**src/rtl/fifo_stream_pkg.sv**
```systemverilog
// fifo_stream_pkg: shared sizing and types for the FIFO-to-stream read path
package fifo_stream_pkg;
    localparam int FIFO_WIDTH_DEF = 16;
    localparam int SKID_DEPTH = 2;
    typedef logic [1:0] occ_t;
    // A new read is allowed only if the word it brings back is guaranteed a slot.
    function automatic logic has_room(occ_t occ, logic inf, logic pop);
        return ({1'b0, occ} + 3'(inf) - 3'(pop)) < 3'(SKID_DEPTH);
    endfunction
endpackage

```
**src/rtl/fifo_rd_stream_if.sv**
```systemverilog
// fifo_rd_stream_if: FIFO read port plus downstream valid/ready stream
interface fifo_rd_stream_if import fifo_stream_pkg::*; #(parameter int W = FIFO_WIDTH_DEF);
    logic         fifo_empty;
    logic [W-1:0] fifo_data_out;
    logic         fifo_underflow;
    logic         fifo_rd_en;
    logic         m_valid;
    logic         m_ready;
    logic [W-1:0] m_data;
    modport master (
        input  fifo_empty, fifo_data_out, fifo_underflow, m_ready,
        output fifo_rd_en, m_valid, m_data
    );
    modport slave (
        output fifo_empty, fifo_data_out, fifo_underflow, m_ready,
        input  fifo_rd_en, m_valid, m_data
    );
endinterface

```
**src/rtl/fifo_skid_buf.sv**
```systemverilog
// fifo_skid_buf: 2-entry in-order skid buffer with registered head word
module fifo_skid_buf import fifo_stream_pkg::*; #(parameter int W = FIFO_WIDTH_DEF) (
    input  logic         clk,
    input  logic         rst,
    input  logic         push,
    input  logic         pop,
    input  logic         flush,
    input  logic [W-1:0] din,
    output occ_t         occ,
    output logic [W-1:0] head
);
    logic [W-1:0] tail;
    always_ff @(posedge clk) begin
        if (rst) begin
            occ  <= '0;
            head <= '0;
            tail <= '0;
        end else if (flush) begin
            occ <= '0;
        end else begin
            occ <= occ + occ_t'(push) - occ_t'(pop);
            // head refills from tail when full, else straight from the incoming word
            if (pop || (push && occ == 2'd0)) head <= (occ == 2'd2) ? tail : din;
            if (push && (pop ? occ == 2'd2 : occ == 2'd1)) tail <= din;
        end
    end
    always_ff @(posedge clk) begin
        if (!rst) begin
            assert (occ <= 2'(SKID_DEPTH));
            assert (!(push && !pop && occ == 2'(SKID_DEPTH)));
            assert (!(pop && occ == 2'd0));
        end
    end
endmodule

```
**src/rtl/fifo_rd_stream.sv**
```systemverilog
// fifo_rd_stream: turns a FIFO read port into a valid/ready stream with counters
module fifo_rd_stream import fifo_stream_pkg::*; #(
    parameter int FIFO_WIDTH = FIFO_WIDTH_DEF,
    parameter int CNT_WIDTH  = 16
) (
    input  logic                 clk,
    input  logic                 rst,
    input  logic                 en,
    input  logic                 flush,
    fifo_rd_stream_if.master     bus,
    output logic [CNT_WIDTH-1:0] word_cnt,
    output logic [7:0]           uflow_cnt
);
    occ_t                  occ;
    logic                  inf;
    logic                  pop;
    logic                  push;
    logic [FIFO_WIDTH-1:0] head;
    assign pop            = bus.m_valid && bus.m_ready;
    assign push           = inf && !flush;
    assign bus.m_valid    = occ != '0;
    assign bus.m_data     = head;
    assign bus.fifo_rd_en = en && !rst && !flush && !bus.fifo_empty && has_room(occ, inf, pop);
    fifo_skid_buf #(.W(FIFO_WIDTH)) u_buf (
        .clk  (clk),
        .rst  (rst),
        .push (push),
        .pop  (pop),
        .flush(flush),
        .din  (bus.fifo_data_out),
        .occ  (occ),
        .head (head)
    );
    always_ff @(posedge clk) begin
        if (rst) begin
            inf       <= 1'b0;
            word_cnt  <= '0;
            uflow_cnt <= '0;
        end else begin
            inf       <= bus.fifo_rd_en;
            word_cnt  <= word_cnt + CNT_WIDTH'(pop);
            uflow_cnt <= uflow_cnt + 8'(bus.fifo_underflow && uflow_cnt != 8'hFF);
        end
    end
endmodule

```
**src/flat_wrapper.sv**
```systemverilog
// flat-port wrapper written by rule: the top's interface ports become plain ports
module fifo_rd_stream_flat import fifo_stream_pkg::*;
#(
    parameter int FIFO_WIDTH = FIFO_WIDTH_DEF,
    parameter int CNT_WIDTH  = 16
)
  (clk, rst, en, flush, word_cnt, uflow_cnt, bus_fifo_empty, bus_fifo_data_out, bus_fifo_underflow, bus_m_ready, bus_fifo_rd_en, bus_m_valid, bus_m_data);
  fifo_rd_stream_if #(.W(16)) bus_i ();
  input  logic clk;
  input  logic rst;
  input  logic en;
  input  logic flush;
  output logic [CNT_WIDTH-1:0] word_cnt;
  output logic [7:0] uflow_cnt;
  input wire logic [$bits(bus_i.fifo_empty)-1:0] bus_fifo_empty;
  input wire logic [$bits(bus_i.fifo_data_out)-1:0] bus_fifo_data_out;
  input wire logic [$bits(bus_i.fifo_underflow)-1:0] bus_fifo_underflow;
  input wire logic [$bits(bus_i.m_ready)-1:0] bus_m_ready;
  output wire logic [$bits(bus_i.fifo_rd_en)-1:0] bus_fifo_rd_en;
  output wire logic [$bits(bus_i.m_valid)-1:0] bus_m_valid;
  output wire logic [$bits(bus_i.m_data)-1:0] bus_m_data;
  assign bus_i.fifo_empty = bus_fifo_empty;
  assign bus_i.fifo_data_out = bus_fifo_data_out;
  assign bus_i.fifo_underflow = bus_fifo_underflow;
  assign bus_i.m_ready = bus_m_ready;
  assign bus_fifo_rd_en = bus_i.fifo_rd_en;
  assign bus_m_valid = bus_i.m_valid;
  assign bus_m_data = bus_i.m_data;
  fifo_rd_stream #(.FIFO_WIDTH(FIFO_WIDTH), .CNT_WIDTH(CNT_WIDTH)) u_core (.clk(clk), .rst(rst), .en(en), .flush(flush), .bus(bus_i), .word_cnt(word_cnt), .uflow_cnt(uflow_cnt));
endmodule
```
**config.mk**
```make
export PLATFORM = sky130hd
export DESIGN_NAME = fifo_rd_stream_flat
export DESIGN_NICKNAME = d
export VERILOG_FILES = /design/src/rtl/fifo_stream_pkg.sv /design/src/rtl/fifo_rd_stream_if.sv /design/src/rtl/fifo_skid_buf.sv /design/src/rtl/fifo_rd_stream.sv /design/src/flat_wrapper.sv
export SDC_FILE = /design/constraint.sdc
export NUM_CORES = 1
export LEC_CHECK = 0
export CELL_PAD_IN_SITES_DETAIL_PLACEMENT = 2
export CELL_PAD_IN_SITES_GLOBAL_PLACEMENT = 2
export CORE_MARGIN = 2
export CORE_UTILIZATION = 32
export CTS_CLUSTER_DIAMETER = 200
export DETAILED_ROUTE_END_ITERATION = 7
export GPL_TIMING_DRIVEN = 0
export PLACE_DENSITY = 0.82
export SYNTH_ARGS = -nofsm -noshare
export SYNTH_HDL_FRONTEND = slang
export SYNTH_SLANG_ARGS = --single-unit
```
**constraint.sdc**
```tcl
create_clock -name clk -period 4.4 [get_ports clk]
set_clock_uncertainty 0.1 [all_clocks]
set_input_delay 0.88 -clock clk [delete_from_list [all_inputs] [get_ports clk]]
set_output_delay 0.88 -clock clk [all_outputs]
set_load 0.02 [all_outputs]
```
==> flow_summary.ini <==
[setup_path]
crit_path_top_delay_cell = clkdlybuf4s50_1
critPathMaxFanout = 6
required_ns = 3.42
critPathArrivalTime_ns = 3.21
reg2regPathDepth = 7
critPathMaxStageDelay_ns = 0.65
critPathLaunchType = input port
endpoint_kind = primary output
reg2reg_setup_slack_ns = 2.04
crit_type = in2out
crit_chain = clkdlybuf4s50_1 > xor2_1 > nand2_1 > fa_1 > xor2_1 > nor4_1 > clkdlybuf4s50_1

[hold_path]
min_path_cells = 2
hp-class = reg2reg

[clock_tree]
cts-htree-levels = 3
cts_tree = done
hold_buffers = 0
clk_latency_ns = 0.34
cts_buffers = 9
cts_setup_buffers = 0
clock_sinks = 59
post_cts_resized = 0
clockRootBuffer = clkbuf_8
clkTransAtPathRegs_ns = 0.07
cts.path.max_buffers = 2

[timing]
hold_viol_final = 0
worstMarginPinSlew_ns = 0.758
holdWs_ns = 0.396
setup_tns_ns = 0
post-route-period-util = 0.952
slew_headroom = 0.495
layout_setup_ws_ns = 0.213
clock.fmax_mhz = 239
slew_violations = 0
finalSetupViolations = 0
period_minus_slack_ns = 4.19
rsz0062_at_grt = false

[drt]
vias = 2225
firstDrtPassIters = 4
ant_nets = 0
drc = 0
drt-initial-drc-count = 24
vias_per_cell = 4.92
detail_route.wl_per_cell_um = 16.5
routed_wirelength_mm = 7.45

[outcome]
outcome = finished clean

[finish]
synthToLayoutAreaGrowth_pct = 37.4
final_util = 0.449
fillers = 888
n_antenna_cell = 0
instances_no_fill = 452
drive_gt1_frac = 0.118
nets = 371

[yosys]
seq_area_frac_synth = 0.447
synth_most_common_cell = dfxtp_1
syn_nets = 297
yosys_most_used_dff = dfxtp_1
yosys-top-cells-count = dfxtp_1 (59), nor2_1 (50), mux2i_1 (32), a211oi_2 (14), xnor2_1 (12)
synth_top_area_frac = 0.447
yosysUniqueCellTypes = 36
synth_edf_count = 0
ys_warn_count = 0
yosysTopAreaCell = dfxtp_1
async_flop_share = 0
ys_ff_latch = 59
synth.area.top_cells = dfxtp_1 (45%), mux2i_1 (12%), nor2_1 (7.1%), a211oi_2 (6.6%), xnor2_1 (4.0%)
avgSynthCellArea_um2 = 9.86
syn-cell-area_um2 = 2640
synthCells = 268

[power_and_ir_drop]
leakagePower_uw = 0.00133
p_per_area_nw_per_um2 = 330
ir_drop_uv = 133

[place]
place.gp.congestion = 0.702
dp_hpwl_mm = 5.35
pre_cts_slack_ns = 0.164
io_buffers = 63
dp_cells = 436

[global_route]
grt_pass1_vias = 2435
grt_pass1_wl_mm = 12.2
grtUsageTotal = 0.180
antenna_found_initial = 0
grt_max_degree = 11
grt_overflow = 0

[floorplan]
die_h_um = 94.9
io_pins = 65
die_area_um2 = 9010
start_util = 0.327
die_x_um = 94.9
std_cell_rows = 33
core_area_um2 = 8090

[run]
cap_violations = 0
placed cells by master (no fill, tap or decap), types with 5 or more instances in the layout:
cell              n
nor4_1            6
nor3_1            5
xor2_1            8
clkbuf_8         11
nand2_1           7
clkdlybuf4s50_1  63
nor2_1           50
ha_1              5
xnor2_1          12
mux2i_1          32
o21ai_0           6
clkbuf_1          9
dfxtp_1          59
nand4_1           5
nand3_1           8
nor2b_1           5
a21oi_1           5
a211oi_2         14
metrics by stage:
stage	area, um^2	total power [uW]
6_report	3630	1200
5_1_grt	3630	1240
4_1_cts	3630	1220
3_5_place_dp	3410	647
3_3_place_gp	3410	643
2_1_floorplan	2640	598
report_power, final:
part	switching [uW]	internal (uW)	leakage (uW)
Sequential	4.96	540	0.000476
Clock	216	349	0.000113
Combinational	46.2	41.9	0.000739
Total	267	931	0.00133
worst paths after layout:
check,end,startpoint
setup / recovery,bus_fifo_rd_en,bus_m_ready
hold / removal,u_core.u_buf.tail[0]$_SDFFE_PP0P_,u_core.u_buf.tail[0]$_SDFFE_PP0P_
setup reg to reg,u_core.word_cnt[15]$_SDFF_PP0_,u_core.u_buf.occ[1]$_SDFF_PP0_
hold reg to reg,u_core.u_buf.tail[0]$_SDFFE_PP0P_,u_core.u_buf.tail[0]$_SDFFE_PP0P_
sequential cells by signal, summed over array words and instances, names as in the netlist:
signal             cells
u_core.u_buf.head     16
u_core.u_buf.tail     16
u_core.word_cnt       16
u_core.uflow_cnt       8
u_core.u_buf.occ       2
u_core.inf             1
kinds of logic after synthesis:
logic type                 count (synthesis)  synth area share
xor gates and xnor gates                  20            0.0663
adders and majority gates                  6            0.0312
muxes                                     32             0.121
AOI/OAI and AO/OA                         30             0.105
DFF                                       59             0.447
and+or+nand+nor                          101             0.186
buffers and inverters                     20            0.0440
metal layers:
metal / share of wire / GRT usage / up-vias
li1: - / - / 1076
met1: 0.43 / 0.204 / 1079
met2: 0.50 / 0.317 / 57
met3: 0.050 / 0.0447 / 13
met4: 0.018 / 0.0797 / 0
met5: 0 / 0 / -
final cells by class:
class                   instances  area (um^2)  area share
plain buffers                  16          101      0.0279
clock buffers                  12          155      0.0427
repair buffers                 63          631       0.174
well taps                     105          131      0.0362
flip-flops and latches         59         1180       0.325
clock inverters                 4         72.6      0.0200
inverters                       4         15.0     0.00413
multi-input cells             189         1350       0.371
worst max-delay path: cells and delay by family:
family | cells | cell delay (ns)
fa+ha+maj | 1 | 0.41
buf+inv | 2 | 1.23
simple gates | 2 | 0.34
xor+xnor | 2 | 0.35
No activity file was read; power rests on OpenSTA's default activity.
